$ cat src/rtl/if_stage_pkg.sv
// if_stage_pkg: shared fetch-stage types, widths and reset defaults.
// Width constants are meant for reuse by decode/control.
package if_stage_pkg;

   localparam int XLEN = 32;
   localparam int ILEN = 32;

   localparam logic [XLEN-1:0] PC_RESET_DEF = 32'h0000_0000;
   localparam logic [ILEN-1:0] NOP_WORD_DEF = 32'h0000_0000;

   typedef enum logic [1:0] {
      FETCH = 2'd0,
      HOLD  = 2'd1,
      DRAIN = 2'd2
   } if_state_t;

   function automatic logic [XLEN-1:0] word_align(input logic [XLEN-1:0] a);
      return a & ~XLEN'(3);
   endfunction

endpackage

$ cat src/rtl/if_stage_if_id_reg.sv
// if_id_reg: {ins, pc4, valid} pipeline register; flush beats hold, hold beats load.
// Reset and flush both leave a NOP bubble with pc4 cleared.
module if_id_reg
   import if_stage_pkg::*;
#(
   parameter int              IW  = ILEN,
   parameter int              AW  = XLEN,
   parameter logic [IW-1:0]   NOP = NOP_WORD_DEF
) (
   input  logic          clk,
   input  logic          rst_n,
   input  logic          load,
   input  logic          flush,
   input  logic          hold,
   input  logic [IW-1:0] ins_next,
   input  logic [AW-1:0] pc4_next,
   input  logic          valid_next,
   output logic [IW-1:0] ins,
   output logic [AW-1:0] pc4,
   output logic          valid
);

   always_ff @(posedge clk or negedge rst_n) begin
      if (!rst_n) begin
         ins   <= NOP;
         pc4   <= '0;
         valid <= 1'b0;
      end else if (flush) begin
         ins   <= NOP;
         pc4   <= '0;
         valid <= 1'b0;
      end else if (load && !hold) begin
         ins   <= ins_next;
         pc4   <= pc4_next;
         valid <= valid_next;
      end
   end

endmodule

$ cat src/rtl/if_stage.sv
// if_stage: PC, single-outstanding imem fetch FSM and IF/ID register.
// Optional build macro IF_PERFCNT_EN adds saturating fetch/bubble counters.
module if_stage
   import if_stage_pkg::*;
#(
   parameter logic [XLEN-1:0] PC_RESET = PC_RESET_DEF,
   parameter logic [ILEN-1:0] NOP_WORD = NOP_WORD_DEF
) (
   input  logic            clk,
   input  logic            rst_n,
   input  logic            stall,
   input  logic            redirect,
   input  logic [XLEN-1:0] redirect_pc,
   output logic            imem_req,
   output logic [XLEN-1:0] imem_addr,
   input  logic            imem_ack,
   input  logic [ILEN-1:0] imem_rdata,
   output logic [ILEN-1:0] id_ins,
   output logic [XLEN-1:0] id_pc4,
`ifdef IF_PERFCNT_EN
   output logic            id_valid,
   output logic [31:0]     perf_fetch_cnt,
   output logic [31:0]     perf_bubble_cnt
`else
   output logic            id_valid
`endif
);

   if_state_t       state;
   logic [XLEN-1:0] pc, req_addr, target, pc_inc, fetch_pc4, buf_pc4, ld_pc4;
   logic [ILEN-1:0] buf_ins, ld_ins;
   logic            in_fetch, in_hold, in_drain, flush, load;

   assign in_fetch  = state == FETCH;
   assign in_hold   = state == HOLD;
   assign in_drain  = state == DRAIN;
   assign target    = word_align(redirect_pc);
   assign pc_inc    = pc + XLEN'(4);
   assign fetch_pc4 = req_addr + XLEN'(4);

   // Reset gates the request combinationally so nothing is asked for while rst_n is low.
   assign imem_req  = rst_n & (in_fetch | in_drain);
   assign imem_addr = req_addr;

   assign flush  = redirect & (in_fetch | in_hold | in_drain)
                 | !stall & (in_fetch & !imem_ack | in_drain);
   assign load   = in_fetch & imem_ack | in_hold;
   assign ld_ins = in_hold ? buf_ins : imem_rdata;
   assign ld_pc4 = in_hold ? buf_pc4 : fetch_pc4;

   always_ff @(posedge clk or negedge rst_n) begin
      if (!rst_n) begin
         state    <= FETCH;
         pc       <= PC_RESET;
         req_addr <= PC_RESET;
         buf_ins  <= NOP_WORD;
         buf_pc4  <= '0;
      end else begin
         case (state)
            FETCH: begin
               if (redirect) begin
                  pc <= target;
                  // A same-cycle ack is dropped; otherwise the old request must drain first.
                  if (imem_ack) req_addr <= target;
                  else          state    <= DRAIN;
               end else if (imem_ack) begin
                  pc       <= pc_inc;
                  req_addr <= pc_inc;
                  if (stall) begin
                     state   <= HOLD;
                     buf_ins <= imem_rdata;
                     buf_pc4 <= fetch_pc4;
                  end
               end
            end
            HOLD: begin
               if (redirect) begin
                  pc       <= target;
                  req_addr <= target;
                  state    <= FETCH;
               end else if (!stall) begin
                  state <= FETCH;
               end
            end
            DRAIN: begin
               if (redirect) pc <= target;
               if (imem_ack) begin
                  req_addr <= redirect ? target : pc;
                  state    <= FETCH;
               end
            end
            default: begin
               state    <= FETCH;
               req_addr <= pc;
            end
         endcase
      end
   end

   if_id_reg #(.IW(ILEN), .AW(XLEN), .NOP(NOP_WORD)) u_if_id (
      .clk        (clk),
      .rst_n      (rst_n),
      .load       (load),
      .flush      (flush),
      .hold       (stall),
      .ins_next   (ld_ins),
      .pc4_next   (ld_pc4),
      .valid_next (1'b1),
      .ins        (id_ins),
      .pc4        (id_pc4),
      .valid      (id_valid)
   );

`ifdef IF_PERFCNT_EN
   always_ff @(posedge clk or negedge rst_n) begin
      if (!rst_n) begin
         perf_fetch_cnt  <= '0;
         perf_bubble_cnt <= '0;
      end else begin
         if (flush && perf_bubble_cnt != '1) perf_bubble_cnt <= perf_bubble_cnt + 32'd1;
         if (!flush && load && !stall && perf_fetch_cnt != '1) perf_fetch_cnt <= perf_fetch_cnt + 32'd1;
      end
   end
`endif

endmodule

$ cat config.mk
export PLATFORM = sky130hd
export DESIGN_NAME = if_stage
export DESIGN_NICKNAME = d
export VERILOG_FILES = /design/src/rtl/if_stage_pkg.sv /design/src/rtl/if_stage_if_id_reg.sv /design/src/rtl/if_stage.sv
export SDC_FILE = /design/constraint.sdc
export NUM_CORES = 1
export LEC_CHECK = 0
export CAP_MARGIN = 20
export CORE_ASPECT_RATIO = 1.1
export CORE_UTILIZATION = 30
export CTS_BUF_LIST = sky130_fd_sc_hd__clkbuf_16
export DETAILED_ROUTE_END_ITERATION = 6
export SLEW_MARGIN = 0
export SYNTH_ARGS = -nofsm -noshare
export SYNTH_HDL_FRONTEND = slang
export SYNTH_SLANG_ARGS = --single-unit
$ cat constraint.sdc
create_clock -name clk -period 2.6 [get_ports clk]
set_input_delay 0.26 -clock clk [delete_from_list [all_inputs] [get_ports clk]]
set_output_delay 0.26 -clock clk [all_outputs]
set_load 0.01 [all_outputs]
==> impl_results.rst, run 1 <==
.. list-table::
   :header-rows: 1

   * - Metric
     - Value
   * - Run status
     - finished, violations left
   * - Failing checks
     - hold timing
   * - Max-Slew Margin vs Limit
     - 43.4%
   * - Cell family with most CP delay
     - buffers and inverters
   * - Total vias in the final route
     - 10.0k
   * - IO buf count
     - 164
   * - Least-Margin Pin Slew
     - 0.849 ns
   * - Most common library cell in the layout ignoring fill and taps
     - sky130_fd_sc_hd__dfrtp_1
   * - DR DRC count
     - 0
   * - Number of CTS-inserted buffers
     - 17
   * - Internal reg-to-reg setup slack
     - 0.20 ns
   * - Full die area
     - 37800 sq um
   * - Placeable core region
     - 36400 sq um
   * - CTS tree
     - built
   * - Met1 global-route usage
     - 25.3%
   * - Aggregate global-route resource usage
     - 18.8%
   * - Global routing met3 resource utilization
     - 3.76%
   * - Vias in the first global route
     - 9524
   * - Post-route setup TNS
     - 0 ns
   * - Worst-case clock buffer depth
     - 2
   * - Std cell rows
     - 73
   * - Critical Path End Type
     - output pin
   * - Source-to-sink clock delay at the later pin of the worst-skew pair
     - 0.45 ns
   * - Post-synthesis to final-layout area growth
     - 27.5%
   * - Setup repair after global routing missed its margin
     - false
   * - Setup slack of the critical path after layout
     - 0.166 ns
   * - Share of the synthesized area in the top cell type
     - 43.9%
   * - Clock H-tree levels
     - 4
   * - Max-Cap Viols
     - 0
   * - Final weighted congestion in routability-driven placement
     - 0.867
   * - Leakage
     - 0.00567 uW
   * - Critical path class
     - reg -> out
   * - Fraction of the cycle the final worst path needs
     - 93.6%
   * - Worst IR drop on VDD
     - 443 uV
   * - Post-Syn Area
     - 11100 sq um
   * - Yosys top cell by area
     - sky130_fd_sc_hd__dfrtp_1
   * - Cell with the largest stage delay on the worst path
     - sky130_fd_sc_hd__clkdlybuf4s50_1
   * - Fillers
     - 3651
   * - Initial standard-cell utilization of the core
     - 30.6%
   * - Final number of hold-violating endpoints
     - 3
   * - Cell Pwr Density
     - 1090 nW/um^2
   * - Sink count of the clock tree
     - 195
   * - Post-synth ARST share
     - 100%
   * - Worst path max stage delay
     - 0.56 ns
   * - Final-stage net count
     - 1429
   * - Setup Fix Bufs, Post-CTS
     - 0
   * - Switching pwr
     - 6550 uW
   * - Number of buffers and inverters on the critical path
     - 2
   * - Number of max-slew violations in the final report
     - 0
   * - GR met2 Demand/Resource
     - 29.9%
   * - Count of unique library cells instantiated by Yosys
     - 67
   * - Internal power
     - 8920 uW
   * - Cell Chain, Critical Path
     - inv_1, ha_1, nor2_1, nor2b_2, clkdlybuf4s50_1
   * - Layout cells sized above 1
     - 13.2%
   * - Number of optimization iterations in the first detailed-route pass
     - 5
   * - Data arrival time of the worst path
     - 2.17 ns
   * - Overall routed net length
     - 35100 um
   * - Class of the worst hold path
     - in -> async
   * - Most used routing layer in global routing
     - met2
   * - Crit path max fanout
     - 5
   * - Startpoint type of the worst setup path
     - register
   * - Minimum clock period
     - 2.43 ns
   * - Number of ports placed on the die boundary
     - 167
   * - Clock network fraction of total power
     - 16.1%
   * - Average wire per cell in the routed design
     - 18.9 um
   * - Yosys Warn Count
     - 0
   * - Largest cells by area after synthesis
     - sky130_fd_sc_hd__dfrtp_1, sky130_fd_sc_hd__mux2_2, sky130_fd_sc_hd__mux2i_1
   * - Antenna Cells
     - 0
   * - Maximum number of pins on one net before global-route repair
     - 151
   * - Global-route wire length before repair
     - 54900 um
   * - Vias per cell
     - 5.41
   * - Fraction of power spent switching nets
     - 42.3%
   * - Sum of overflow across all layers after global routing
     - 0
   * - Clock tree root buffer cell
     - sky130_fd_sc_hd__clkbuf_16
   * - Post-place setup slack
     - 0.0452 ns
   * - Initial DRC Count
     - 741
   * - Total nets after synthesis
     - 1281
   * - Fmax
     - 411 MHz
   * - Power share of the sequential group
     - 34.3%
   * - Final-layout worst hold slack
     - -0.00820 ns
   * - Antenna violations before repair
     - 0
   * - Required time of the critical path
     - 2.34 ns
   * - Post-synthesis cell count
     - 1206
   * - Number of nets with antenna violations after detailed routing
     - 0
   * - Mean Syn Cell Area
     - 9.21 sq um
   * - Die Y
     - 204 um
   * - Combinational cell fraction of total power
     - 49.6%
   * - Final setup violation count
     - 0
   * - Commonest non-fill, non-tap cells in the layout
     - sky130_fd_sc_hd__dfrtp_1, sky130_fd_sc_hd__clkdlybuf4s50_1, sky130_fd_sc_hd__nand2_1
   * - Register area share after synthesis
     - 43.9%
   * - Main flop type after synthesis
     - sky130_fd_sc_hd__dfrtp_1
   * - Flop and latch count out of synthesis
     - 195
   * - Final Skew
     - 0.0168 ns
   * - Count of flip-flops with a built-in enable after synthesis
     - 0
   * - DP HPWL
     - 24500 um
   * - Horizontal die dimension
     - 186 um
   * - Clock transition at the registers of the reported paths
     - 0.08 ns
## state kept, by name, indices dropped and copies added, names as in the netlist
signal,flops
u_if_id.valid,1
imem_addr,32
pc,32
buf_ins,32
u_if_id.ins,32
u_if_id.pc4,32
buf_pc4,32
state,2
## final timing paths
| kind | end | from | cells past startpoint |
|---|---|---|---|
| min | pc[10] | rst_n | 2 |
| max in group asynchronous | imem_addr[25] | rst_n | 2 |
| max reg2reg | imem_addr[19] | pc[10] | 6 |
| min in group clk | pc[30] | redirect | 3 |
| min reg2reg | pc[1] | pc[1] | 2 |
| max | imem_req | state[0] | 5 |
## cell families after synthesis
family          share of synthesized area [%]
mux                                      10.1
fa+ha+maj                               0.676
simple gates                             15.7
buf+inv                                  5.42
flops                                    43.9
compound gates                           22.1
xor+xnor                                 2.13
## synthesized netlist by cell type, drive strengths merged, types with 6 or more instances
cell and count:
a211oi 38, o31ai 13, xor2 13, o211ai 13, xnor2 14, nand2b 16
a21oi 68, nor2 71, nor2b 6, nand3 50, mux2i 52, ha 6
a21o 7, buf 35, clkbuf 70, o31a 6, a31o 7, a31oi 28
inv 46, o21ai 103, nor3 31, mux2 53, a22oi 8, dfrtp 195
o22ai 15, nand4 15, nand2 99, a221o 8, and3 10, nor4 19
or3 10, a221oi 20
## metrics by stage
step                      util [%]  cells  total power, uW  hold slack [ns]  cell area, sq um
after detailed placement      37.4   1822            13000            0.452             13600
final                         39.0   1854            15500         -0.00820             14200
after CTS                     38.9   1854            15500           0.0120             14200
after global routing          39.0   1854            16500           0.0435             14200
after global placement        37.4   1822            12800            0.441             13600
after floorplan                  -   1206             9590          -0.0356             11100
## power groups by stage
stage / clock network (uW) / logic [uW] / registers [uW]
global route: 2670 / 8370 / 5500
finish: 2490 / 7670 / 5310
detailed placement: 0 / 7600 / 5360
floorplan: 0 / 4320 / 5260
CTS: 2570 / 7640 / 5300
global placement: 0 / 7500 / 5310
## layout make-up
type | count | area [sq um] | share of cell area, %
multi-input combinational | 859 | 5700 | 40.2
sequential | 195 | 4880 | 34.4
timing repair buffer | 234 | 2270 | 16.0
tap | 487 | 609 | 4.30
clock buffer | 17 | 425 | 3.00
inverter | 47 | 176 | 1.25
clock inverter | 15 | 113 | 0.795
## worst reg2reg max path, cell delays in order (launching register included)
cell and delay, ns:
sky130_fd_sc_hd__dfrtp_1 0.47, sky130_fd_sc_hd__nand3_1 0.28, sky130_fd_sc_hd__or4_1 0.70, sky130_fd_sc_hd__buf_4 0.22, sky130_fd_sc_hd__o211ai_1 0.16, sky130_fd_sc_hd__o311ai_0 0.20
sky130_fd_sc_hd__a22o_1 0.25
## metal layers
metal | vias up | wire (um)
met3 | 57 | 2310
met1 | 4798 | 15700
met4 | 0 | 889
met2 | 394 | 16200
li1 | 4774 | -
met5 | - | 0
## repair_timing
action,in CTS,in global routing
endpoints found under the setup margin,1,6
gates resized for setup,1,3
hold buffers,0,0
pin swaps,0,0
Note: power is estimated with default switching activity, not from simulation.
==> inputs of run 2 (changes only) <==
--- a/config.mk
+++ b/config.mk
@@ -11,2 +11,3 @@
 export CTS_BUF_LIST = sky130_fd_sc_hd__clkbuf_16
+export CTS_CLUSTER_DIAMETER = 120
 export DETAILED_ROUTE_END_ITERATION = 6
==> constraint.sdc (replaced) <==
create_clock -name clk -period 2.6 [get_ports clk]
set_input_delay 0.52 -clock clk [delete_from_list [all_inputs] [get_ports clk]]
set_output_delay 0.52 -clock clk [all_outputs]
set_load 0.01 [all_outputs]
==> run 2 against run 1 <==
Against the previous run: the run now ends clean; sequential power hardly changed; sequential share of layout area is 0.37 points lower; clock power is 9.2% higher; total power is 2.1% higher; non-clock buffer count is 9 higher; clock-buffer cell count stayed put; via count is 0.89% higher; die area stayed put; core utilization is 0.42 points higher; combinational power is 0.9% higher; routed wire length is 0.28% lower; largest cell class unchanged; largest power group unchanged.
==> impl_results.rst, run 2 (synthesized netlist as in run 1, its figures left out) <==
.. list-table::
   :header-rows: 1

   * - Metric
     - Value
   * - Class of the worst hold path
     - in -> async
   * - Commonest non-fill, non-tap cells in the layout
     - sky130_fd_sc_hd__dfrtp_1, sky130_fd_sc_hd__clkdlybuf4s50_1, sky130_fd_sc_hd__nand2_1
   * - Fmax
     - 420 MHz (+2.3%)
   * - Clock tree root buffer cell
     - sky130_fd_sc_hd__clkbuf_16
   * - Total vias in the final route
     - 10.1k (+0.89%)
   * - Std cell rows
     - 73 (unchanged)
   * - Minimum clock period
     - 2.38 ns (-0.0550 ns)
   * - Clock network fraction of total power
     - 17.2% (+1.1 points)
   * - Internal power
     - 9220 uW (+3.3%)
   * - Combinational cell fraction of total power
     - 49.0% (-0.6 points)
   * - Vias in the first global route
     - 9644 (+1.3%)
   * - Most common cell type on the critical path
     - sky130_fd_sc_hd__inv_1
   * - Die Y
     - 204 um (unchanged)
   * - Count of hold buffers inserted by post-cts repair
     - 0 (unchanged)
   * - Setup Fix Bufs, Post-CTS
     - 0 (unchanged)
   * - Post-route setup TNS
     - 0 ns (unchanged)
   * - Final number of hold-violating endpoints
     - 0 (-3)
   * - CTS tree
     - built
   * - Startpoint of the worst-slack reg-to-reg timing path
     - state[1]
   * - Max-Cap Viols
     - 0 (unchanged)
   * - Cell Pwr Density
     - 1100 nW/um^2 (+0.97%)
   * - Cell family with most CP delay
     - compound AO/OA/AOI/OAI gates
   * - Startpoint type of the worst setup path
     - register
   * - Reg area
     - 4880 sq um (unchanged)
   * - Clock transition at the registers of the reported paths
     - 0.08 ns (about the same)
   * - Core utilization of the finished layout
     - 39.4% (+0.42 points)
   * - Crit path max fanout
     - 17 (+12)
   * - Number of optimization iterations in the first detailed-route pass
     - 5 (unchanged)
   * - Worst path max stage delay
     - 0.47 ns (-0.09 ns)
   * - Power share of the sequential group
     - 33.7% (-0.6 points)
   * - Final-stage net count
     - 1438 (+0.63%)
   * - Maximum number of pins on one net before global-route repair
     - 67 (-56%)
   * - Global-route wire length before repair
     - 55200 um (+0.48%)
   * - Data arrival time of the worst path
     - 2.70 ns (+0.53 ns)
   * - Cell Chain, Critical Path
     - inv_1, ha_4, inv_1, o21ai_0, a221oi_1, or4b_1, a32o_1
   * - Overall routed net length
     - 35000 um (-0.28%)
   * - Switching pwr
     - 6570 uW (+0.32%)
   * - Antenna violations before repair
     - 0 (unchanged)
   * - DP HPWL
     - 25000 um (+2.2%)
   * - IO buf count
     - 164 (unchanged)
   * - Average wire per cell in the routed design
     - 18.8 um (-0.76%)
   * - Cell with the largest stage delay on the worst path
     - sky130_fd_sc_hd__or4b_1
   * - Reg2Reg Capture Point
     - imem_addr[30]
   * - Layout cells sized above 1
     - 13.9% (+0.64 points)
   * - Internal reg-to-reg setup slack
     - 0.22 ns (+0.02 ns)
   * - Source-to-sink clock delay at the later pin of the worst-skew pair
     - 0.43 ns (-0.02 ns)
   * - Full die area
     - 37800 sq um (unchanged)
   * - Clock H-tree levels
     - 4 (unchanged)
   * - Total power
     - 15800 uW (+2.1%)
   * - Least-Margin Pin Slew
     - 0.893 ns (+0.0432 ns)
   * - Leakage
     - 0.00576 uW (+1.6%)
   * - Final Skew
     - 0.0127 ns (-0.00403 ns)
   * - Run status
     - finished clean
   * - Sum of overflow across all layers after global routing
     - 0 (unchanged)
   * - Number of CTS-inserted buffers
     - 17 (unchanged)
   * - Critical path class
     - reg -> reg
   * - Aggregate global-route resource usage
     - 18.8% (-0.034 points)
   * - Fraction of the cycle the final worst path needs
     - 91.5% (-2.1 points)
   * - Number of ports placed on the die boundary
     - 167 (unchanged)
   * - Placeable core region
     - 36400 sq um (unchanged)
   * - Antenna Cells
     - 0 (unchanged)
   * - Fraction of power spent switching nets
     - 41.6% (-0.72 points)
   * - Final setup violation count
     - 0 (unchanged)
   * - Worst reg2reg path depth
     - 7 (+1)
   * - Final weighted congestion in routability-driven placement
     - 0.881 (+1.6%)
   * - Max-Slew Margin vs Limit
     - 40.5% (-2.9 points)
   * - Number of max-slew violations in the final report
     - 0 (unchanged)
   * - Initial standard-cell utilization of the core
     - 30.6% (unchanged)
   * - Critical Path End Type
     - register
   * - Vias per cell
     - 5.43 (+0.40%)
   * - Worst-case clock buffer depth
     - 2 (unchanged)
   * - Multi-input combinational cell area
     - 5690 sq um (-0.18%)
   * - Number of nets with antenna violations after detailed routing
     - 0 (unchanged)
   * - Required time of the critical path
     - 2.92 ns (+0.58 ns)
   * - Fillers
     - 3675 (+0.66%)
   * - Sink count of the clock tree
     - 195 (unchanged)
   * - DR DRC count
     - 0 (unchanged)
   * - Most common library cell in the layout ignoring fill and taps
     - sky130_fd_sc_hd__dfrtp_1
   * - Horizontal die dimension
     - 186 um (unchanged)
   * - Post-synthesis to final-layout area growth
     - 28.9%
   * - Worst IR drop on VDD
     - 464 uV (+4.6%)
   * - Number of buffers and inverters on the critical path
     - 2 (unchanged)
   * - Setup repair after global routing missed its margin
     - false
   * - Initial DRC Count
     - 785 (+5.9%)
-- run 2: worst max-delay path by stage --
stage                   from              end  slack [ns]  cells after the start
floorplan           state[0]    imem_addr[30]        0.47                      8
global placement    imem_ack  u_if_id.pc4[26]        0.20                      7
detailed placement  imem_ack  u_if_id.pc4[26]        0.18                      7
CTS                 state[1]    imem_addr[30]        0.25                      7
global route           pc[5]    imem_addr[19]        0.03                      7
finish              state[1]    imem_addr[30]        0.22                      7
-- run 2: layout make-up --
class	instances	area share, %
well taps	487	4.26
flip-flops and latches	195	34.1
repair buffers	243	16.5
clock buffers	17	2.97
clock inverters	15	1.21
multi-input cells	859	39.7
inverters	47	1.23
-- run 2: power groups by stage --
stage               Sequential, uW  Combinational (uW)  Clock [uW]
floorplan                     5260                4320           0
global placement              5320                7590           0
detailed placement            5380                7710           0
CTS                           5320                7740        2800
global route                  5510                8450        2920
finish                        5330                7740        2720
-- run 2: metal layers --
metal  part of all wire, %  vias to the layer above  track usage [%]
met3                   5.9                       59             3.56
met5                     0                        -                0
met1                    45                     4924             25.3
met4                   2.8                        0             6.88
li1                      -                     4791                -
met2                    46                      338             29.8
-- run 2: worst register-to-register path: cells and delay by family, from the launching register on --
kind	cells	cell delay (ns)
fa+ha+maj	1	0.26
compound gates	3	0.80
flops	1	0.38
simple gates	1	0.47
buf+inv	2	0.37
-- run 2: timing repair --
item,CTS,global route
gates resized for setup,4,0
endpoints found under the hold margin,0,0
setup endpoints to repair,1,0
-- run 2: through the flow --
| stage | hold WS (ns) | instance area (sq um) | std cells | setup WS, ns |
|---|---|---|---|---|
| 2_1_floorplan | 0.224 | 11100 | 1206 | 0.465 |
| 4_1_cts | 0.0610 | 14300 | 1863 | 0.254 |
| 3_3_place_gp | 0.440 | 13700 | 1831 | 0.199 |
| 6_report | 0.0871 | 14300 | 1863 | 0.221 |
| 3_5_place_dp | 0.449 | 13700 | 1831 | 0.183 |
| 5_1_grt | 0.0718 | 14300 | 1863 | 0.0336 |
